[config.mk]
export PLATFORM = sky130hd
export DESIGN_NAME = argmax_onehot_stream_flat
export DESIGN_NICKNAME = d
export VERILOG_FILES = /design/src/rtl/argmax_onehot_stream_if.sv /design/src/rtl/argmax_onehot_stream.sv /design/src/flat_wrapper.sv
export SDC_FILE = /design/constraint.sdc
export NUM_CORES = 1
export LEC_CHECK = 0
export ABC_CLOCK_PERIOD_IN_PS = 3000
export CAP_MARGIN = 20
export CORE_UTILIZATION = 52
export CTS_CLUSTER_DIAMETER = 50
export CTS_CLUSTER_SIZE = 30
export DETAILED_ROUTE_END_ITERATION = 6
export PLACE_DENSITY = 0.79
export SETUP_SLACK_MARGIN = 0.3
export SLEW_MARGIN = 20
export SYNTH_ARGS = -nofsm -noshare
export SYNTH_HDL_FRONTEND = slang
export SYNTH_SLANG_ARGS = --single-unit
[constraint.sdc]
create_clock -name clk -period 3 [get_ports clk]
set_input_delay 0.6 -clock clk [delete_from_list [all_inputs] [get_ports clk]]
set_output_delay 0.6 -clock clk [all_outputs]
set_load 0.02 [all_outputs]
[src/rtl/argmax_onehot_stream_if.sv]
// Score-in / result-out handshake bundle for argmax_onehot_stream.
// master = upstream producer and downstream consumer side, slave = the argmax block.
interface argmax_onehot_stream_if #(
  parameter int NUM_CLASSES = 10,
  parameter int DATA_W      = 32,
  parameter int IDX_W       = $clog2(NUM_CLASSES)
);
  logic                   in_valid;
  logic                   in_ready;
  logic [DATA_W-1:0]      in_data;
  logic                   in_last;
  logic                   out_valid;
  logic                   out_ready;
  logic [NUM_CLASSES-1:0] out_onehot;
  logic [IDX_W-1:0]       out_index;
  logic [DATA_W-1:0]      out_max;
  logic                   err_len;

  modport master (
    output in_valid, in_data, in_last, out_ready,
    input  in_ready, out_valid, out_onehot, out_index, out_max, err_len
  );

  modport slave (
    input  in_valid, in_data, in_last, out_ready,
    output in_ready, out_valid, out_onehot, out_index, out_max, err_len
  );
endinterface

[src/rtl/argmax_onehot_stream.sv]
// Streaming argmax: one score per beat, result as one-hot/index/max over valid/ready.
// Optional macro ARGMAX_TIE_LAST_EN: ties select the highest index instead of the lowest.
module argmax_onehot_stream #(
  parameter int NUM_CLASSES = 10,
  parameter int DATA_W      = 32,
  parameter int SIGNED      = 0
) (
  input  logic                   clk,
  input  logic                   rst,
  argmax_onehot_stream_if.slave  bus
);
  localparam int                     IDX_W       = $clog2(NUM_CLASSES);
  localparam logic [IDX_W-1:0]       LAST_CNT    = IDX_W'(NUM_CLASSES - 1);
  localparam logic [IDX_W-1:0]       IDX_ZERO    = IDX_W'(0);
  localparam logic [IDX_W-1:0]       IDX_ONE     = IDX_W'(1);
  localparam logic [NUM_CLASSES-1:0] ONEHOT_LSB  = NUM_CLASSES'(1);

  typedef enum logic [0:0] {
    ACCUM = 1'b0,
    HOLD  = 1'b1
  } state_t;

  state_t                 state_r;
  state_t                 state_nxt_s;
  logic [IDX_W-1:0]       cnt_r;
  logic [DATA_W-1:0]      max_r;
  logic [IDX_W-1:0]       idx_r;
  logic [DATA_W-1:0]      max_nxt_s;
  logic [IDX_W-1:0]       idx_nxt_s;
  logic [NUM_CLASSES-1:0] out_onehot_r;
  logic [IDX_W-1:0]       out_index_r;
  logic [DATA_W-1:0]      out_max_r;
  logic                   err_len_r;
  logic                   accept_s;
  logic                   last_cnt_s;
  logic                   frame_end_s;
  logic                   in_ready_s;
  logic                   out_valid_s;

  // True when candidate a should replace the running maximum b.
  function automatic logic beats(input logic [DATA_W-1:0] a, input logic [DATA_W-1:0] b);
    logic r;
    if (SIGNED != 0) begin
`ifdef ARGMAX_TIE_LAST_EN
      r = ($signed(a) >= $signed(b));
`else
      r = ($signed(a) > $signed(b));
`endif
    end else begin
`ifdef ARGMAX_TIE_LAST_EN
      r = (a >= b);
`else
      r = (a > b);
`endif
    end
    return r;
  endfunction

  // Beat acceptance, frame-end detection and running-max candidate.
  always_comb begin
    accept_s    = bus.in_valid && in_ready_s;
    last_cnt_s  = (cnt_r == LAST_CNT);
    frame_end_s = accept_s && (bus.in_last || last_cnt_s);
    max_nxt_s   = max_r;
    idx_nxt_s   = idx_r;
    if (cnt_r == IDX_ZERO) begin
      max_nxt_s = bus.in_data;
      idx_nxt_s = IDX_ZERO;
    end else if (beats(bus.in_data, max_r)) begin
      max_nxt_s = bus.in_data;
      idx_nxt_s = cnt_r;
    end else begin
      max_nxt_s = max_r;
      idx_nxt_s = idx_r;
    end
  end

  // FSM state register.
  always_ff @(posedge clk or negedge rst) begin
    if (!rst) begin
      state_r <= ACCUM;
    end else begin
      state_r <= state_nxt_s;
    end
  end

  // FSM next-state logic.
  always_comb begin
    state_nxt_s = state_r;
    case (state_r)
      ACCUM: begin
        if (frame_end_s) state_nxt_s = HOLD;
        else             state_nxt_s = ACCUM;
      end
      HOLD: begin
        if (bus.out_ready) state_nxt_s = ACCUM;
        else               state_nxt_s = HOLD;
      end
      default: state_nxt_s = ACCUM;
    endcase
  end

  // FSM output decode; both flags come straight from the state register.
  always_comb begin
    in_ready_s  = 1'b1;
    out_valid_s = 1'b0;
    case (state_r)
      ACCUM: begin
        in_ready_s  = 1'b1;
        out_valid_s = 1'b0;
      end
      HOLD: begin
        in_ready_s  = 1'b0;
        out_valid_s = 1'b1;
      end
      default: begin
        in_ready_s  = 1'b1;
        out_valid_s = 1'b0;
      end
    endcase
  end

  // Running max, beat counter and result registers; the frame-end beat's compare is folded in.
  always_ff @(posedge clk or negedge rst) begin
    if (!rst) begin
      cnt_r        <= IDX_ZERO;
      max_r        <= {DATA_W{1'b0}};
      idx_r        <= IDX_ZERO;
      out_onehot_r <= {NUM_CLASSES{1'b0}};
      out_index_r  <= IDX_ZERO;
      out_max_r    <= {DATA_W{1'b0}};
      err_len_r    <= 1'b0;
    end else begin
      err_len_r <= 1'b0;
      if (accept_s) begin
        max_r <= max_nxt_s;
        idx_r <= idx_nxt_s;
        cnt_r <= frame_end_s ? IDX_ZERO : (cnt_r + IDX_ONE);
      end
      if (frame_end_s) begin
        out_onehot_r <= ONEHOT_LSB << idx_nxt_s;
        out_index_r  <= idx_nxt_s;
        out_max_r    <= max_nxt_s;
        // short frame (last early) or long frame (count reached, no last)
        err_len_r    <= bus.in_last ^ last_cnt_s;
      end
    end
  end

  assign bus.in_ready   = in_ready_s;
  assign bus.out_valid  = out_valid_s;
  assign bus.out_onehot = out_onehot_r;
  assign bus.out_index  = out_index_r;
  assign bus.out_max    = out_max_r;
  assign bus.err_len    = err_len_r;
endmodule

[src/flat_wrapper.sv]
// flat-port wrapper written by rule: the top's interface ports become plain ports
module argmax_onehot_stream_flat 
#(
  parameter int NUM_CLASSES = 10,
  parameter int DATA_W      = 32,
  parameter int SIGNED      = 0
)
  (clk, rst, bus_in_valid, bus_in_data, bus_in_last, bus_out_ready, bus_in_ready, bus_out_valid, bus_out_onehot, bus_out_index, bus_out_max, bus_err_len);
  argmax_onehot_stream_if #(.NUM_CLASSES(NUM_CLASSES), .DATA_W(DATA_W)) bus_i ();
  input  logic clk;
  input  logic rst;
  input wire logic [$bits(bus_i.in_valid)-1:0] bus_in_valid;
  input wire logic [$bits(bus_i.in_data)-1:0] bus_in_data;
  input wire logic [$bits(bus_i.in_last)-1:0] bus_in_last;
  input wire logic [$bits(bus_i.out_ready)-1:0] bus_out_ready;
  output wire logic [$bits(bus_i.in_ready)-1:0] bus_in_ready;
  output wire logic [$bits(bus_i.out_valid)-1:0] bus_out_valid;
  output wire logic [$bits(bus_i.out_onehot)-1:0] bus_out_onehot;
  output wire logic [$bits(bus_i.out_index)-1:0] bus_out_index;
  output wire logic [$bits(bus_i.out_max)-1:0] bus_out_max;
  output wire logic [$bits(bus_i.err_len)-1:0] bus_err_len;
  assign bus_i.in_valid = bus_in_valid;
  assign bus_i.in_data = bus_in_data;
  assign bus_i.in_last = bus_in_last;
  assign bus_i.out_ready = bus_out_ready;
  assign bus_in_ready = bus_i.in_ready;
  assign bus_out_valid = bus_i.out_valid;
  assign bus_out_onehot = bus_i.out_onehot;
  assign bus_out_index = bus_i.out_index;
  assign bus_out_max = bus_i.out_max;
  assign bus_err_len = bus_i.err_len;
  argmax_onehot_stream #(.NUM_CLASSES(NUM_CLASSES), .DATA_W(DATA_W), .SIGNED(SIGNED)) u_core (.clk(clk), .rst(rst), .bus(bus_i));
endmodule
Yosys cells after proc, flatten, opt, wreduce, memory -nomap -nowiden
Cells that the tools add are included.
{"block": "classes", "bitwise_logic": 2, "n_mux": 12, "addsub": 1, "shift": 1, "eq_ne": 1, "reduce_logical": 4, "order_cmp": 1}
{"operator": "2-to-1 mux 32 bit", "n": 2}
{"operator": "greater-than comparator 32 bit", "n": 1}
{"operator": "2-to-1 mux 4 bit", "n": 3}
{"operator": "<< shifter 1 x 4 -> 10 bit, first input constant", "n": 1}
{"operator": "case mux 1 bit (2 select lines)", "n": 3}
{"operator": "adder 4 x 1 -> 4 bit, second input constant", "n": 1}
{"operator": "== test 4 bit, second input constant", "n": 1}
{"operator": "zero test 4 bit", "n": 1}
{"operator": "2-to-1 mux 1 bit", "n": 4}
{"operator": "logical AND 1 bit", "n": 2}
{"operator": "logical OR 1 bit", "n": 1}
{"operator": "NOT 1 bit", "n": 1}
{"operator": "XOR 1 bit", "n": 1}
{"block": "totals", "regBits": 88, "word_cells": 30, "output_inout_bits": 49, "in_bits": 37}

Logic depth before layout (Yosys ltp)
Gate-level depths: netlist of run 1.
{"block": "depth", "depth_word": 6, "depth_mapped": 10, "mapped_depth_nobuf": 9}

Worst setup path after synthesis of run 1
No wires, ideal clock.
{"block": "synth_path", "path_type": "input to register", "startpoint": "in bus_in_data[14]", "endpoint": "reg u_core.max_r[18]", "arrival_time_ns": 2.558, "path_buffers": 1, "setup_ns": 0.127, "t_required_ns": 2.873, "cell_stages": 9, "slack_ns": 0.314, "path_cell_list": "ha_1 -> nand4_2 -> nor4_2 -> nand2b_2 -> a31o_2 -> nand2_4 -> o21ai_4 -> buf_6 -> mux2_1"}
{"block": "synth_between", "elab_chain_cells": 4}
{"element": "start: declaration", "line": "flat_wrapper.sv:13", "rtl": "input wire logic [$bits(bus_i.in_data)-1:0] bus_in_data;"}
{"element": "greater-than comparator 32 bit", "line": "argmax_onehot_stream.sv:53", "rtl": "r = (a > b);"}
{"element": "2-to-1 mux 1 bit", "line": "argmax_onehot_stream.sv:66", "rtl": "if (cnt_r == IDX_ZERO) begin"}
{"element": "2-to-1 mux 32 bit", "line": "argmax_onehot_stream.sv:69", "rtl": "end else if (beats(bus.in_data, max_r)) begin"}
{"element": "2-to-1 mux 32 bit", "line": "argmax_onehot_stream.sv:66"}
{"element": "end signal: assignment", "line": "argmax_onehot_stream.sv:127", "rtl": "max_r <= {DATA_W{1'b0}};"}
{"element": "end signal: assignment", "line": "argmax_onehot_stream.sv:136", "rtl": "max_r <= max_nxt_s;"}
{"element": "end: declaration", "line": "argmax_onehot_stream.sv:26", "rtl": "logic [DATA_W-1:0] max_r;"}
No other way between the ends. The select of a mux whose other input is x is not followed.
A chain may end at the register's enable or synchronous reset.

Final worst setup path of run 1
{"block": "layout_path", "startpoint": "in bus_in_data[21]", "endpoint": "reg u_core.out_max_r[9] (netlist: u_core.bus.out_max[9])"}
{"block": "layout_between", "elab_chain_cells": 4}
{"element": "greater-than comparator 32 bit", "line": "argmax_onehot_stream.sv:53"}
{"element": "2-to-1 mux 1 bit", "line": "argmax_onehot_stream.sv:66"}
{"element": "2-to-1 mux 32 bit", "line": "argmax_onehot_stream.sv:69"}
{"element": "2-to-1 mux 32 bit", "line": "argmax_onehot_stream.sv:66"}
{"element": "end signal: assignment", "line": "argmax_onehot_stream.sv:131", "rtl": "out_max_r <= {DATA_W{1'b0}};"}
{"element": "end signal: assignment", "line": "argmax_onehot_stream.sv:143", "rtl": "out_max_r <= max_nxt_s;"}
{"element": "end: declaration", "line": "argmax_onehot_stream.sv:32", "rtl": "logic [DATA_W-1:0] out_max_r;"}
No other way between the ends. The select of a mux whose other input is x is not followed.

==> results by group, run 1 <==
Yosys
  • Adder-Cell Fraction of Synth Area: 0.0941
  • Synth Area in XOR/XNOR: 0
  • Post-synthesis cell area: 4790 µm²
  • EDFF count, synth: 0
  • Post-Syn Area per Cell: 10.6 µm²
  • Yosys reg bits: 88
  • Register area share after synthesis: 0.460
  • Share of synthesized registers carrying an async set or reset: 1.00
  • Synth Instances: 452
  • Mux cell area share after synthesis: 0.149
  • Post-synthesis simple-gate area fraction: 0.113
  • Yosys warns: 0
  • Largest family of logic cells by synthesized area: multiplexers
  • Main flop type after synthesis: dfrtp_1
  • Mapped Nets: 525
  • Yosys cell types: 44
  • Synth Area in Compound Gates: 0.131

Worst setup path
  • Critical R2R Capture: u_core.bus.out_max[9]
  • CP delay by family, top: simple AND/OR/NAND/NOR gates
  • Crit-path slowest cell: nor4_4
  • Crit start category: primary input
  • Crit Path Class: in -> reg
  • Flop-to-flop setup slack: 0.17 ns
  • Crit-path cells: dlygate4sd2_1, ha_4, nand4_1, nor4_4, nand2b_2, buf_4, a31oi_4, nor3_4, buf_6, buf_16, mux2i_1, o21ai_1
  • Setup crit end kind: flip-flop
  • WP data required: 3.24 ns
  • Maximum fanout along the worst path: 8
  • Buf/Inv on CP: 4
  • Worst EP arrival: 3.08 ns
  • FF-to-FF path depth: 13
  • Worst stage delay on the critical path: 0.44 ns
  • FF-to-FF Start: u_core.max_r[7]

Pwr
  • Clock power frac: 0.118
  • Max IR drop VDD: 0.542 mV
  • Int Power: 4.62 mW
  • Combinational fraction of design power: 0.606
  • P per Cell Area: 1120 nW/µm²
  • Sw Pwr: 3.16 mW
  • Part of the power in registers: 0.276
  • Sw Ratio: 0.406
  • LEAKAGE: 3.19 nW

Drt
  • DRC Markers: 9
  • Final WL: 14.4 mm
  • Met2 routed WL: 7.43 mm
  • Post-route ant nets: 0
  • DRT met1 WL: 5.73 mm
  • DR vias: 4171
  • WL/cell: 20.7 µm
  • Met3 wire length: 859 µm
  • Drt via density: 5.97
  • Highest Signal Layer: met4
  • Drt first pass iters: 7
  • Drt initial violations: 305

STA
  • RSZ-0062 raised after global routing: true
  • Final Slew Violations: 0
  • Final setup fails: 0
  • Clk_skew: 0.0131 ns
  • Rel. slew slack: 0.543
  • Least-Margin Pin Slew: 0.685 ns
  • Setup_tns: 0 ns
  • Achievable Freq: 0.352 GHz
  • Min Tclk post-route: 2.84 ns
  • Final period utilization: 0.947
  • Final Hold Vio Count: 0

Floorplan
  • I/O pins: 86
  • Core Area: 8810 µm²
  • Die W: 97.9 µm
  • Initial Util: 0.544
  • Die area: 9590 µm²
  • # rows: 34
  • Die Height: 97.9 µm

CTS
  • CTS Sinks: 88
  • Clk_lat worst skew: 0.37 ns
  • Hold buffer count at cts: 0
  • Clk root buf: clkbuf_8
  • CTS Buffer Depth: 2
  • CTS Buf Count: 9
  • Clock-pin slew on the worst setup and hold paths: 0.09 ns
  • H-tree levels: 3
  • CTS tree: yes

Outcome
  • Failing checks: DRC
  • Status: finished, violations left

Global routing
  • Number of global-route vias before repair: 4071
  • Tot GR Track Use: 0.275
  • Pin count of the biggest net entering global routing: 55
  • Global-route wire length before repair: 20.5 mm
  • Grt total ovfl: 0
  • Initial antenna violation count: 1

Placed design
  • Port Buf Inserts: 85
  • Hpwl dp: 7.53 mm
  • RD Place Congestion: 0.832

Finish
  • Post-layout util: 0.786
  • Layout area overhead: 44.6%
  • Fin nets: 660
  • Layout cell share with drive strength beyond 1: 0.269

Job
  • Max-cap violations: 0

Worst hold path
  • HP Class: in -> async
[metal layers]
metal | vias to the layer above | GRT usage
li1 | 1853 | -
met1 | 2067 | 0.349
met2 | 204 | 0.476
met3 | 47 | 0.0444
met4 | 0 | 0.0979
met5 | - | 0
[cells by family after synthesis]
family / Yosys count
adders and majority gates: 36
AOI/OAI and AO/OA: 99
muxes: 67
DFF: 88
and+or+nand+nor: 107
buffers and inverters: 55
[worst register-to-register path, delay by kind of cell (launching register included)]
family          cells  cell delay [ns]
compound gates      2             0.18
fa+ha+maj           1             0.26
buf+inv             6             0.82
flops               1             0.41
mux                 1             0.26
simple gates        3             0.77
[per-stage QoR]
stage | instances | worst slack [ns] | power (mW) | area [µm²] | hold WS, ns
6_report | 699 | 0.159 | 7.78 | 6920 | 0.262
5_1_grt | 699 | -0.00820 | 8.16 | 6920 | 0.323
4_1_cts | 689 | 0.302 | 7.00 | 6600 | 0.298
3_5_place_dp | 656 | -0.344 | 5.52 | 5950 | 0.470
3_3_place_gp | 656 | -0.261 | 5.38 | 5950 | 0.466
2_1_floorplan | 452 | 0.314 | 4.21 | 4790 | 0.304
[worst max-delay path by stage]
stage,startpoint,end,slack [ns],cells after the start
floorplan,bus_in_data[14],u_core.max_r[18],0.31,9
global placement,bus_in_data[31],u_core.bus.out_max[11],-0.26,9
detailed placement,bus_in_data[27],u_core.max_r[10],-0.34,9
CTS,bus_in_data[17],u_core.bus.out_onehot[1],0.30,10
global route,u_core.max_r[7],u_core.bus.out_onehot[4],-0.008,12
finish,bus_in_data[21],u_core.bus.out_max[9],0.16,12
[synthesized netlist by cell type (6+ instances only)]
cell / n / area [µm²]
o21ai_0: 17 / 85.1
a21oi_1: 22 / 110
mux2_1: 31 / 349
mux2i_1: 35 / 350
o21ai_1: 35 / 175
inv_1: 37 / 139
ha_1: 36 / 450
clkbuf_1: 12 / 45.0
nand4_1: 6 / 37.5
dfrtp_1: 88 / 2200
nand2_1: 67 / 251
buf_6: 6 / 67.6
nor2_1: 6 / 22.5
[repair_timing]
action                                  4_1_cts  5_1_grt
endpoints found under the setup margin       80       80
cloned                                        3        2
gates resized for setup                      76       57
buffers inserted                             16        7
pin swaps                                    53       18
[layout make-up]
cell class                      instances  area (µm²)
Multi-Input combinational cell        309        2780
Sequential cell                        88        2200
Fill cell                             493        1880
Timing Repair Buffer                  142        1460
Inverter                               37         139
Clock buffer                           10         138
Tap cell                              108         135
Clock inverter                          4        70.1
Antenna cell                            1        2.50
[state kept, by name, indices dropped and copies added (netlist names)]
name / cells
u_core.max_r: 32
u_core.bus.out_onehot: 10
u_core.bus.out_index: 4
u_core.idx_r: 4
u_core.cnt_r: 4
u_core.bus.out_max: 32
u_core.bus.err_len: 1
u_core.state_r: 1
[cells in the final DEF (no fill, tap or decap), types with 18 or more instances in the layout]
cell type | synthesis | final
dfrtp_1 | 88 | 88
nand2_1 | 67 | 66
clkdlybuf4s50_1 | 0 | 52
buf_4 | 0 | 38
o21ai_1 | 35 | 34
inv_1 | 37 | 33
mux2i_1 | 35 | 30
mux2_4 | 1 | 25
a21oi_1 | 22 | 20
dlygate4sd2_1 | 0 | 20
ha_4 | 0 | 18
ha_1 | 36 | 18
[power by group through the flow]
stage / Sequential, mW / Clock [mW] / Combinational (mW)
after floorplan: 2.34 / 0 / 1.86
after global placement: 2.07 / 0 / 3.31
after detailed placement: 2.11 / 0 / 3.41
after CTS: 2.09 / 0.915 / 3.99
after global routing: 2.20 / 0.970 / 4.99
final: 2.15 / 0.918 / 4.72
No activity file was read; power rests on OpenSTA's default activity.
==> run 2, diff against run 1 <==
CORE_MARGIN = 1.5   (was default)
PLACE_DENSITY = 0.76   (was 0.79)
SETUP_SLACK_MARGIN = default   (was 0.3)
==> results by group, run 2 (synthesis gave the netlist of run 1 again) <==
STA
  • Hold_ws: 0.259 ns (-0.00336 ns)
  • Final Slew Violations: 0 (unchanged)
  • Min Tclk post-route: 2.89 ns (+0.0504 ns)
  • Final period utilization: 0.964 (+0.0168)
  • Final Hold Vio Count: 0 (unchanged)
  • Achievable Freq: 0.346 GHz (-1.7%)
  • Rel. slew slack: 0.545 (+0.00157)
  • Clk_skew: 0.0131 ns (-0.0000582 ns)
  • Final setup fails: 0 (unchanged)
  • Least-Margin Pin Slew: 0.683 ns (-0.00235 ns)

CTS
  • CTS tree: yes
  • H-tree levels: 3 (unchanged)
  • CTS Sinks: 88 (unchanged)
  • Clock-pin slew on the worst setup and hold paths: 0.10 ns (about the same)
  • CTS Buf Count: 9 (unchanged)
  • Clk root buf: clkbuf_8
  • CTS Buffer Depth: 2 (unchanged)
  • Clk_lat worst skew: 0.36 ns (about the same)

Global routing
  • Global-route wire length before repair: 17.7 mm (-14%)
  • Pin count of the biggest net entering global routing: 55 (unchanged)
  • Number of global-route vias before repair: 3757 (-7.7%)
  • Initial antenna violation count: 0 (-1)
  • Tot GR Track Use: 0.226 (-0.0486)
  • Grt total ovfl: 0 (unchanged)

Drt
  • DR vias: 3713 (-11%)
  • WL/cell: 15.2 µm (-27%)
  • DRC Markers: 7 (-2)
  • Final WL: 10.3 mm (-29%)
  • Drt via density: 5.49 (-8.0%)
  • Drt first pass iters: 6 (-1)
  • Drt initial violations: 181 (-41%)
  • Post-route ant nets: 0 (unchanged)

Pwr
  • Max IR drop VDD: 0.445 mV (-18%)
  • LEAKAGE: 2.83 nW (-11%)
  • P per Cell Area: 1020 nW/µm² (-9.3%)
  • Pwr Total: 6.32 mW (-19%)

Job
  • Max-cap violations: 0 (unchanged)

Worst setup path
  • Setup crit end kind: flip-flop
  • Maximum fanout along the worst path: 7 (-1)
  • Crit Path Class: in -> reg
  • WP data required: 3.27 ns (+0.03 ns)
  • Worst setup path startpoint: bus_in_data[26]
  • Crit start category: primary input
  • Worst EP arrival: 3.16 ns (+0.08 ns)
  • FF-to-FF Start: u_core.max_r[14]

Floorplan
  • Die W: 98.9 µm (+1.0%)
  • # rows: 34 (unchanged)
  • I/O pins: 86 (unchanged)
  • Initial Util: 0.544 (unchanged)
  • Die area: 9790 µm² (+2.1%)
  • Core Area: 8810 µm² (unchanged)
  • Die Height: 98.9 µm (+1.0%)

Finish
  • Final instance area: 6200 µm² (-10%)
  • Fin nets: 636 (-3.6%)
  • Most common cell after layout, fill and taps aside: dfrtp_1
  • Most frequent cells in the layout: dfrtp_1, clkdlybuf4s50_1, nand2_1
  • # diodes: 0 (-1)
  • Layout area overhead: 29.6%
  • Layout cell share with drive strength beyond 1: 0.121 (-0.148)
  • Filler instances: 671 (+36%)

Outcome
  • Failing checks: DRC
  • Status: finished, violations left

Worst hold path
  • HP Class: in -> async

Placed design
  • RD Place Congestion: 0.830 (-0.24%)
  • Dpl cell area: 5970 µm² (+0.25%)
  • Hpwl dp: 7.47 mm (-0.88%)
  • Port Buf Inserts: 85 (unchanged)
## run 2: path summary, 6_finish.rpt
check	endpoint	slack, ns	cells past startpoint
min in group clk	u_core.bus.out_onehot[8]	0.49	2
max reg2reg	u_core.bus.out_onehot[5]	0.40	9
max in group asynchronous	u_core.bus.out_onehot[0]	2.06	2
min reg2reg	u_core.bus.out_onehot[8]	0.49	2
min	u_core.bus.out_max[15]	0.26	1
max	u_core.bus.out_onehot[5]	0.11	10
## run 2: layout make-up
cell class	instances	area (µm²)	share of cell area
Clock buffer	10	128	0.0206
Tap cell	108	135	0.0218
Sequential cell	88	2200	0.355
Timing Repair Buffer	118	1170	0.189
Inverter	37	139	0.0224
Clock inverter	6	67.6	0.0109
Multi-Input combinational cell	309	2360	0.380
## run 2: critical path: stages
cell,delay [ns]
clkdlybuf4s50_1,0.46
ha_1,0.32
nand4_1,0.21
nor4_4,0.31
buf_4,0.18
nand2b_2,0.08
a31oi_4,0.27
nor2_4,0.09
mux2_4,0.38
o31ai_4,0.26
## run 2: repair_timing
item | CTS | global route
setup endpoints to repair | 0 | 65
hold endpoints to repair | 0 | 0
resized for setup | 0 | 3
hold buffers | 0 | 0
buffers inserted | 0 | 2
## run 2: through the flow
| stage | utilization | setup TNS, ns | cells | setup WS, ns |
|---|---|---|---|---|
| floorplan | - | 0 | 452 | 0.314 |
| CTS | 0.700 | 0 | 674 | 0.0367 |
| global placement | 0.678 | -16.22 | 658 | -0.248 |
| finish | 0.704 | 0 | 676 | 0.108 |
| detailed placement | 0.678 | -21.42 | 658 | -0.325 |
| global route | 0.704 | -0.00157 | 676 | -0.00157 |
## run 2: routing by layer
layer	GRT usage	routed length, µm
met2	0.381	5000
met3	0.0383	407
met4	0.0703	140
met5	0	0
met1	0.300	4710
## run 2: power by group
part           switching (mW)  internal [mW]  leakage [nW]
logic                    1.73           1.66          1.65
clock network           0.446          0.390        0.0933
registers               0.383           1.71          1.09
total                    2.56           3.76          2.83
==> run 3, diff against run 2 <==
ABC_CLOCK_PERIOD_IN_PS = default   (was 3000)
CTS_CLUSTER_SIZE = 14   (was 30)
==> results of run 3 <==
The final DEF is identical to that of run 2; final timing and power are the same.
